File: src/rtl/instr_enc_pkg.sv
// Shared constants for the MIPS instruction encoder/loader: mnemonic codes,
// opcode/funct values and the loader FSM state type.
package instr_enc_pkg;

   localparam logic [3:0] MN_ADD  = 4'd0,
                          MN_SUB  = 4'd1,
                          MN_AND  = 4'd2,
                          MN_OR   = 4'd3,
                          MN_SLT  = 4'd4,
                          MN_LW   = 4'd5,
                          MN_SW   = 4'd6,
                          MN_BEQ  = 4'd7,
                          MN_BNE  = 4'd8,
                          MN_ADDI = 4'd9,
                          MN_ANDI = 4'd10,
                          MN_J    = 4'd11;

   localparam logic [5:0] OP_RTYPE = 6'b000000,
                          OP_LW    = 6'b100011,
                          OP_SW    = 6'b101011,
                          OP_BEQ   = 6'b000100,
                          OP_BNE   = 6'b000101,
                          OP_ADDI  = 6'b001000,
                          OP_ANDI  = 6'b001100,
                          OP_J     = 6'b000010;

   localparam logic [5:0] FN_ADD = 6'b100000,
                          FN_SUB = 6'b100010,
                          FN_AND = 6'b100100,
                          FN_OR  = 6'b100101,
                          FN_SLT = 6'b101010;

   typedef enum logic [1:0] {IDLE, LOAD, DRAIN, DONE} state_t;

   function automatic logic mnem_legal(input logic [3:0] m);
      return m <= MN_J;
   endfunction

   // Control-transfer words are the ones that get a trailing NOP slot.
   function automatic logic mnem_pads(input logic [3:0] m);
      return (m == MN_BEQ) || (m == MN_BNE) || (m == MN_J);
   endfunction

endpackage

File: src/rtl/instr_enc_fifo.sv
// Small synchronous FIFO holding encoded words; head is read straight from
// the registered storage so the write port sees a stable word.
module instr_enc_fifo #(
   parameter int DEPTH = 4,
   parameter int WIDTH = 32
) (
   input  logic                     clk,
   input  logic                     rst_n,
   input  logic                     push,
   input  logic                     pop,
   input  logic [WIDTH-1:0]         din,
   output logic [WIDTH-1:0]         head,
   output logic                     full,
   output logic                     empty,
   output logic [$clog2(DEPTH):0]   count
);
   localparam int AW = $clog2(DEPTH);

   logic [WIDTH-1:0] mem [DEPTH];
   logic [AW-1:0]    wr_ptr;
   logic [AW-1:0]    rd_ptr;
   logic             do_push;
   logic             do_pop;

   assign do_push = push && !full;
   assign do_pop  = pop && !empty;
   assign full    = (count == (AW+1)'(DEPTH));
   assign empty   = (count == '0);
   assign head    = mem[rd_ptr];

   always_ff @(posedge clk or negedge rst_n) begin
      if (!rst_n) begin
         wr_ptr <= '0;
         rd_ptr <= '0;
         count  <= '0;
      end else begin
         if (do_push) wr_ptr <= wr_ptr + 1'b1;
         if (do_pop)  rd_ptr <= rd_ptr + 1'b1;
         case ({do_push, do_pop})
            2'b10:   count <= count + 1'b1;
            2'b01:   count <= count - 1'b1;
            default: count <= count;
         endcase
      end
   end

   // Storage needs no reset: only entries below count are ever observed.
   always_ff @(posedge clk) begin
      if (do_push) mem[wr_ptr] <= din;
   end

endmodule

File: src/rtl/instr_encoder_loader.sv
// Encodes symbolic MIPS requests and streams them into instruction memory.
// Define INSTR_ENC_NOP_PAD_EN to follow every BEQ/BNE/J with a zero word.
module instr_encoder_loader
   import instr_enc_pkg::*;
#(
   parameter int          DEPTH     = 4,
   parameter logic [31:0] BASE_ADDR = 32'h0000_0000
) (
   input  logic        clk,
   input  logic        rst_n,
   input  logic        start,
   input  logic        in_valid,
   output logic        in_ready,
   input  logic [3:0]  in_mnem,
   input  logic [4:0]  in_rs,
   input  logic [4:0]  in_rt,
   input  logic [4:0]  in_rd,
   input  logic [15:0] in_imm,
   input  logic [25:0] in_target,
   input  logic        in_last,
   output logic        mem_we,
   input  logic        mem_ready,
   output logic [31:0] mem_addr,
   output logic [31:0] mem_wdata,
   output logic [15:0] words_written,
   output logic        err_illegal,
   output logic        done
);
`ifdef INSTR_ENC_NOP_PAD_EN
   localparam int WIDTH = 33;
`else
   localparam int WIDTH = 32;
`endif
   localparam int CW = $clog2(DEPTH) + 1;

   state_t           state;
   state_t           state_next;
   logic [WIDTH-1:0] fifo_din;
   logic [WIDTH-1:0] fifo_head;
   logic             fifo_full;
   logic             fifo_empty;
   logic [CW-1:0]    fifo_count;
   logic [31:0]      enc_word;
   logic             head_pad;
   logic             legal;
   logic             accept;
   logic             push;
   logic             commit;
   logic             pop;
   logic             pad_pending;
   logic             pad_after;
   logic             drain_empty;

   function automatic logic [31:0] encode(input logic [3:0]  m,
                                          input logic [4:0]  rs,
                                          input logic [4:0]  rt,
                                          input logic [4:0]  rd,
                                          input logic [15:0] imm,
                                          input logic [25:0] tgt);
      case (m)
         MN_ADD:  return {OP_RTYPE, rs, rt, rd, 5'd0, FN_ADD};
         MN_SUB:  return {OP_RTYPE, rs, rt, rd, 5'd0, FN_SUB};
         MN_AND:  return {OP_RTYPE, rs, rt, rd, 5'd0, FN_AND};
         MN_OR:   return {OP_RTYPE, rs, rt, rd, 5'd0, FN_OR};
         MN_SLT:  return {OP_RTYPE, rs, rt, rd, 5'd0, FN_SLT};
         MN_LW:   return {OP_LW,   rs, rt, imm};
         MN_SW:   return {OP_SW,   rs, rt, imm};
         MN_BEQ:  return {OP_BEQ,  rs, rt, imm};
         MN_BNE:  return {OP_BNE,  rs, rt, imm};
         MN_ADDI: return {OP_ADDI, rs, rt, imm};
         MN_ANDI: return {OP_ANDI, rs, rt, imm};
         MN_J:    return {OP_J, tgt};
         default: return 32'h0;
      endcase
   endfunction

   assign enc_word  = encode(in_mnem, in_rs, in_rt, in_rd, in_imm, in_target);
   assign legal     = mnem_legal(in_mnem);
   assign accept    = in_valid && in_ready;
   assign push      = accept && legal;
   assign mem_we    = !fifo_empty || pad_pending;
   assign commit    = mem_we && mem_ready;
   assign pop       = commit && !pad_pending;
   assign mem_wdata = (!fifo_empty && !pad_pending) ? fifo_head[31:0] : 32'h0;

`ifdef INSTR_ENC_NOP_PAD_EN
   assign fifo_din = {mnem_pads(in_mnem), enc_word};
   assign head_pad = fifo_head[32];

   always_ff @(posedge clk or negedge rst_n) begin
      if (!rst_n) pad_pending <= 1'b0;
      else        pad_pending <= pad_after;
   end
`else
   assign fifo_din    = enc_word;
   assign head_pad    = 1'b0;
   assign pad_pending = 1'b0;
`endif

   // Look one edge ahead so done lands in the cycle right after the last commit.
   assign pad_after   = pad_pending ? !commit : (pop && head_pad);
   assign drain_empty = (fifo_empty || (pop && fifo_count == CW'(1))) && !pad_after;

   instr_enc_fifo #(
      .DEPTH (DEPTH),
      .WIDTH (WIDTH)
   ) u_fifo (
      .clk   (clk),
      .rst_n (rst_n),
      .push  (push),
      .pop   (pop),
      .din   (fifo_din),
      .head  (fifo_head),
      .full  (fifo_full),
      .empty (fifo_empty),
      .count (fifo_count)
   );

   always_ff @(posedge clk or negedge rst_n) begin
      if (!rst_n) state <= IDLE;
      else        state <= state_next;
   end

   always_comb begin
      state_next = state;
      in_ready   = 1'b0;
      done       = 1'b0;
      case (state)
         IDLE:    if (start) state_next = LOAD;
         LOAD: begin
            in_ready = !fifo_full;
            if (in_valid && !fifo_full && in_last) state_next = DRAIN;
         end
         DRAIN:   if (drain_empty) state_next = DONE;
         DONE: begin
            done       = 1'b1;
            state_next = IDLE;
         end
         default: state_next = IDLE;
      endcase
   end

   always_ff @(posedge clk or negedge rst_n) begin
      if (!rst_n) begin
         mem_addr      <= BASE_ADDR;
         words_written <= 16'h0;
         err_illegal   <= 1'b0;
      end else if (state == IDLE && start) begin
         mem_addr      <= BASE_ADDR;
         words_written <= 16'h0;
         err_illegal   <= 1'b0;
      end else begin
         if (commit) begin
            mem_addr <= mem_addr + 32'd4;
            if (words_written != 16'hFFFF) words_written <= words_written + 16'd1;
         end
         if (accept && !legal) err_illegal <= 1'b1;
      end
   end

endmodule

File: config.mk
export PLATFORM = sky130hd
export DESIGN_NAME = instr_encoder_loader
export DESIGN_NICKNAME = d
export VERILOG_FILES = /design/src/rtl/instr_enc_pkg.sv /design/src/rtl/instr_enc_fifo.sv /design/src/rtl/instr_encoder_loader.sv
export SDC_FILE = /design/constraint.sdc
export NUM_CORES = 1
export LEC_CHECK = 0
export BUFFER_PORTS_ARGS = -buffer_cell sky130_fd_sc_hd__buf_4
export CAP_MARGIN = 10
export CORE_ASPECT_RATIO = 2
export CORE_MARGIN = 3
export CORE_UTILIZATION = 56
export CTS_CLUSTER_SIZE = 28
export DETAILED_ROUTE_END_ITERATION = 16
export PLACE_DENSITY = 0.81
export SLEW_MARGIN = 20
export SYNTH_ARGS = -nofsm -noshare
export SYNTH_HDL_FRONTEND = slang
export SYNTH_SLANG_ARGS = --single-unit
File: constraint.sdc
create_clock -name clk -period 3.5 [get_ports clk]
set_input_delay 0.35 -clock clk [delete_from_list [all_inputs] [get_ports clk]]
set_output_delay 0.35 -clock clk [all_outputs]
set_load 0.1 [all_outputs]
---- Word-level counts from Yosys, hierarchy flattened ----
Memories as Yosys holds them, arrays and structs flattened.
Cells that the tools add are included.
word-level totals
  bits in read-only memories .............. 0
  bits in latches ......................... 0
  RAM bits ................................ 128
  register bits ........................... 58
  memories kept ........................... 1
memories
  memory      depth  width  read ports  clocked after Yosys merged registers in  wr ports  line                  text
  u_fifo.mem  4      32     1           0                                        1         instr_enc_fifo.sv:19  logic [WIDTH-1:0] mem [DEPTH];
cells by class
  equality and inequality tests ........... 22
  div/mod/pow operators ................... 0
  reductions and logical operators ........ 23
  mux-type cells .......................... 18
  bitwise gates (word level) .............. 0
  $mul .................................... 0
  order comparisons ....................... 1
  shifts and indexed selects .............. 0
  $add $sub $neg .......................... 6
operators by type and width
  cell                     count
  $pmux W32 S12            1
  $mux W32                 3
  $mux W16                 3
  $add A32 B3 Y32 const B  1
  $add A16 B1 Y16 const B  1
  $eq A4 B3 Y1 const B     4
  $eq A4 B4 Y1 const B     4
  $ne A16 B16 Y1 const B   1
  $logic_and A1 B1 Y1      10
  $eq A4 B2 Y1 const B     2
  $pmux W2 S4              1
  $reduce_bool A2 Y1       4
  $eq A2 B2 Y1 const B     3
  $mux W1                  6
  $mux W2                  3
  $ne A2 B2 Y1 const B     3
  $pmux W3 S2              1
  $add A2 B1 Y2 const B    2
  $eq A2 B1 Y1 const B     2
  $eq A4 B1 Y1 const B     1
  $le A4 B4 Y1 const B     1
  $logic_not A4 Y1         1
  $add A3 B1 Y3 const B    1
  $eq A3 B1 Y1 const B     1
  other kinds (8)          10

---- Depth between registers and ports, before layout ----
  word-level depth ........................ 8
  gate-level depth with buffers ........... 11

---- Hierarchy ----
From an unflattened synthesis, not the netlist that was laid out.
second synthesis, totals
  cell total of the unflattened synthesis .. 638
  area total of the unflattened synthesis .. 8704.6 um^2
by module, submodules not included
  module                cells an instance  area an instance (um^2)  times used  seq. area each (um^2)
  instr_enc_fifo        205                5091.1                   1           4018.9
  instr_encoder_loader  433                3613.5                   1           1226.2

---- Worst setup path before layout ----
OpenSTA, ideal clock, no wires.
  kind .................................... flip-flop to flip-flop
  start point ............................. register u_fifo.count[0]
  end point ............................... memory u_fifo.mem[0][0] (enable)
  cell stages (with the launch flop) ...... 8
  arrival time ............................ 2.810 ns
  path slack .............................. 0.299 ns
  period minus slack after synthesis ...... 3.201 ns
  setup time .............................. 0.391 ns
  cells stage by stage .................... dfrtp_1 > inv_1 > ha_1 > nand2_1 > and2_1 > nand2_1 > a21oi_1 > and2_1
on the way
  longest elaborated chain between the ends .. 8
ends and longest elaborated chain
  item                           line                         text
  start, declared                instr_enc_fifo.sv:15         output logic [$clog2(DEPTH):0] count
  start signal, assigned         instr_enc_fifo.sv:40         2'b10: count <= count + 1'b1;
  start signal, assigned         instr_enc_fifo.sv:41         2'b01: count <= count - 1'b1;
  start signal, assigned         instr_enc_fifo.sv:42         default: count <= count;
  $eq A3 B3 Y1                   instr_enc_fifo.sv:27         assign full = (count == (AW+1)'(DEPTH));
  $logic_not A1 Y1               instr_encoder_loader.sv:131  in_ready = !fifo_full;
  $mux W1                        instr_encoder_loader.sv:128  case (state)
  named net in_ready             instr_encoder_loader.sv:13   output logic in_ready,
  $logic_and A1 B1 Y1            instr_encoder_loader.sv:79   assign accept = in_valid && in_ready;
  $logic_and A1 B1 Y1            instr_encoder_loader.sv:80   assign push = accept && legal;
  $logic_and A1 B1 Y1            instr_enc_fifo.sv:25         assign do_push = push && !full;
  $mux W1                        instr_enc_fifo.sv:49         if (do_push) mem[wr_ptr] <= din;
  $mux W1 (not written as such)  instr_enc_fifo.sv:49
  end, declared                  instr_enc_fifo.sv:19
The timed path passes the listed nets, and every way through them passes these cells.

---- Worst setup path after layout ----
  start point ............................. register u_fifo.rd_ptr[0]
  end point ............................... output port mem_wdata[29]
on the way
  longest elaborated chain between the ends .. 2
ends and longest elaborated chain
  item                    line                        text
  start, declared         instr_enc_fifo.sv:21        logic [AW-1:0] rd_ptr;
  start signal, assigned  instr_enc_fifo.sv:38        if (do_pop) rd_ptr <= rd_ptr + 1'b1;
  $mem_v2 Z4 W32          n/a
  $mux W32                instr_encoder_loader.sv:84  assign mem_wdata = (!fifo_empty && !pad_pending) ? fifo_head[31:0] : 32'h0;
  end, declared           instr_encoder_loader.sv:24  output logic [31:0] mem_wdata,
No other way between the ends.

==> results.sh <==
export IMPL_status="complete, no violations"
export IMPL_drt_iter0_markers=291
export IMPL_grtUsageTotal=0.242
export IMPL_cts_setup_buffers=0
export IMPL_origin_of_the_worst_min_delay_path="in_valid"
export IMPL_grt_remaining_overflow=0
export IMPL_num_fill_cells=1059
export IMPL_min_period_over_period=0.793
export IMPL_setup_repair_after_global_routing_missed_its_margin="false"
export IMPL_cp_depth=4
export IMPL_post_synth_instance_area_sq_mm=0.00846
export IMPL_crit_type="reg2out"
export IMPL_timing_final_hold_violations=0
export IMPL_routabilityCongestion=0.908
export IMPL_clock_skew_ns=0.0103
export IMPL_core_area_sq_mm=0.0148
export IMPL_crit_fanout=18
export IMPL_die_area_sq_mm=0.0167
export IMPL_ctsRootBufferMaster="sky130_fd_sc_hd__clkbuf_16"
export IMPL_ys_ff_latch=180
export IMPL_netSwitchingFraction=0.481
export IMPL_drt_pass1_iter_count=6
export IMPL_ios=151
export IMPL_route_detailed_drc=0
export IMPL_holdCritPathClass="in2reg"
export IMPL_whs_path_depth=3
export IMPL_setup_tns_ns=0
export IMPL_combPwrFrac=0.492
export IMPL_die_h_microns=180
export IMPL_cts_buffers=17
export IMPL_cts_sink_count=180
export IMPL_finalPower_mw=9.02
export IMPL_crit_path_max_incr_delay_ns=0.75
export IMPL_maximum_achievable_frequency_mhz=361
export IMPL_clkPwrFrac=0.209
export IMPL_initial_core_utilization=0.571
export IMPL_detail_route_vias_per_cell=5.87
export IMPL_placementRows=63
export IMPL_syn2layout_area_growth_pct=22.4
export IMPL_pin_count_of_the_biggest_net_entering_global_routing=57
export IMPL_grt_antenna_before_repair=0
export IMPL_detailroute_via_count=5816
export IMPL_path_clk_slew_ns=0.07
export IMPL_ant_nets=0
export IMPL_h_tree_depth=4
export IMPL_power_frac_seq=0.299
export IMPL_fraction_of_final_layout_cells_with_drive_strength_greater_than_1=0.295
export IMPL_power_ir_vdd_worst_uv=635
export IMPL_worstReg2RegStart="u_fifo.count[0]"
export IMPL_worst_endpoint_required_ns=3.15
export IMPL_layout_min_cycle_time_ns=2.77
export IMPL_cell_type_contributing_the_most_total_cell_area_after_synthesis="sky130_fd_sc_hd__edfxtp_1"
export IMPL_synthArstFlopShare=0.311
export IMPL_synthMostInstantiatedCell="sky130_fd_sc_hd__edfxtp_1"
export IMPL_yosysTopAreaCellShare=0.440
export IMPL_worstPathArrival_ns=2.42
export IMPL_synthesis_instances=636
export IMPL_leakage_nw=4.03
export IMPL_cts_tree="yes"
export IMPL_synth_area_top_cells="sky130_fd_sc_hd__edfxtp_1 44%, sky130_fd_sc_hd__dfrtp_1 17%, sky130_fd_sc_hd__mux4_2 8.3%"
export IMPL_dp_hpwl_microns=13800
export IMPL_antenna_cells_inserted=0
export IMPL_finalSetupViolCount=0
export IMPL_p_switching_mw=4.34
export IMPL_capturing_element_type_of_the_critical_path="primary output"
export IMPL_clk_insertion_delay_late_ns=0.42
export IMPL_crit_path_start="u_fifo.rd_ptr[0]"
export IMPL_critical_path_n_buffers_inverters=2
export IMPL_io_buffers=147
export IMPL_p_per_area_mw_per_mm2=871
export IMPL_timing_max_slew_rel_slack=0.326
export IMPL_fin_nets=867
export IMPL_maxSlewViolCount=0
export IMPL_dieWidth_microns=92.9
export IMPL_transition_time_of_the_tightest_slew_check_pin_ns=1.00
export IMPL_timing_critical_path_from_type="flop"
export IMPL_ys_types=63
export IMPL_grt_pass1_vias=6258
export IMPL_grt_first_pass_wirelength_microns=31600
export IMPL_cpLargestDelayFamily="flip-flops"
export IMPL_worst_r2r_cell_count=8
export IMPL_yosys_warnings=0
export IMPL_drt_wl_total_microns=19600
export IMPL_crit_path_top_delay_cell="sky130_fd_sc_hd__dfrtp_2"
export IMPL_max_cap_violations=0
export IMPL_worstPathCellList="buf_12 > mux4_2 > and2_1 > buf_4"
export IMPL_avgRoutedWirePerCell_microns=19.7
export IMPL_synth_enable_flop_cells=124
export IMPL_synth_cells_most_frequent="124 x sky130_fd_sc_hd__edfxtp_1, 56 x sky130_fd_sc_hd__dfrtp_1, 50 x sky130_fd_sc_hd__nand2_1"
export IMPL_synthesis_area_per_instance_sq_um=13.3
export IMPL_cts_max_path_bufs=2
export IMPL_ys_seq_area_frac=0.606
export IMPL_internal_power_mw=4.68
export IMPL_dominantRegCellSynth="sky130_fd_sc_hd__edfxtp_1"
==> power by group through the flow <==
| stage | Clock, mW | Combinational [mW] | Sequential (mW) |
|---|---|---|---|
| 3_5_place_dp | 0 | 4.47 | 2.74 |
| 6_report | 1.88 | 4.44 | 2.69 |
| 5_1_grt | 2.02 | 4.64 | 2.73 |
| 2_1_floorplan | 0 | 3.27 | 2.96 |
| 4_1_cts | 1.92 | 4.48 | 2.70 |
| 3_3_place_gp | 0 | 4.40 | 2.73 |
==> cells by family (layout without fill, tap and decap cells) <==
kind of cell    after synthesis  in the layout  share of synthesized area
other cells                   1              3                   0.000443
flops                       180            180                      0.606
buf+inv                      49            207                     0.0254
xor+xnor                     34             34                     0.0352
fa+ha+maj                    16             16                     0.0237
mux                          35             35                     0.0876
compound gates              105            105                     0.0821
simple gates                216            216                      0.140
==> cell type report <==
| class | instances | area [sq um] | area share |
|---|---|---|---|
| Multi-Input combinational cell | 409 | 3130 | 0.302 |
| Inverter | 19 | 71.3 | 0.00689 |
| Clock inverter | 14 | 168 | 0.0162 |
| Tap cell | 195 | 244 | 0.0236 |
| Clock buffer | 17 | 425 | 0.0411 |
| Sequential cell | 180 | 5130 | 0.495 |
| Timing Repair Buffer | 157 | 1190 | 0.115 |
==> metrics by stage <==
step	setup slack, ns	utilization	hold WS, ns	cell area (sq um)	cells
floorplan	0.299	-	0.0544	8470	638
global placement	0.984	0.658	0.447	9750	959
detailed placement	0.831	0.658	0.448	9750	959
CTS	0.664	0.699	0.226	10400	991
global route	0.575	0.699	0.267	10400	991
finish	0.726	0.699	0.243	10400	991
==> metal layers <==
metal	vias up	share of wire	track usage
met1	2825	0.35	0.263
li1	2687	-	-
met4	0	0.020	0.0822
met2	263	0.57	0.459
met3	41	0.057	0.0423
met5	-	0	0
==> flip-flops by register name (all words and copies together), names as in the netlist <==
signal	count
words_written	16
mem_addr	30
u_fifo.count	3
u_fifo.rd_ptr	2
state	2
err_illegal	1
u_fifo.wr_ptr	2
u_fifo.mem	124
==> path summary, 6_finish.rpt <==
check | endpoint | slack, ns
setup reg to reg | mem_addr[28] | 0.79
min in group asynchronous | mem_addr[20] | 0.51
max in group asynchronous | u_fifo.rd_ptr[0] | 2.47
hold reg to reg | err_illegal | 0.51
setup / recovery | mem_wdata[29] | 0.73
hold / removal | err_illegal | 0.24
==> tightest hold or removal path, cell delays in order <==
cell and delay [ns]:
sky130_fd_sc_hd__buf_4 0.09, sky130_fd_sc_hd__a41oi_1 0.10, sky130_fd_sc_hd__nor2_1 0.07
==> cells in the final DEF, fill, tap and decap left out, types with 5 or more instances in the layout <==
cell,count
sky130_fd_sc_hd__a21oi_1,28
sky130_fd_sc_hd__a22o_1,12
sky130_fd_sc_hd__a22oi_1,10
sky130_fd_sc_hd__and2_1,39
sky130_fd_sc_hd__buf_4,155
sky130_fd_sc_hd__clkbuf_16,17
sky130_fd_sc_hd__dfrtp_1,55
sky130_fd_sc_hd__edfxtp_1,124
sky130_fd_sc_hd__ha_1,16
sky130_fd_sc_hd__inv_1,19
sky130_fd_sc_hd__mux4_2,31
sky130_fd_sc_hd__nand2_1,50
sky130_fd_sc_hd__nand3_1,19
sky130_fd_sc_hd__nand4_1,8
sky130_fd_sc_hd__nor2_1,43
sky130_fd_sc_hd__nor3_1,5
sky130_fd_sc_hd__nor4b_1,6
sky130_fd_sc_hd__o21ai_0,21
sky130_fd_sc_hd__o31ai_1,8
sky130_fd_sc_hd__or3_1,5
sky130_fd_sc_hd__or4_1,8
sky130_fd_sc_hd__xnor2_1,27
sky130_fd_sc_hd__xor2_1,7
==> timing repair <==
item	CTS	global route
hold buffers	1	0
resized for setup	0	0
endpoints found under the setup margin	0	0
hold endpoints to repair	11	0
Note: power is estimated with default switching activity, not from simulation.
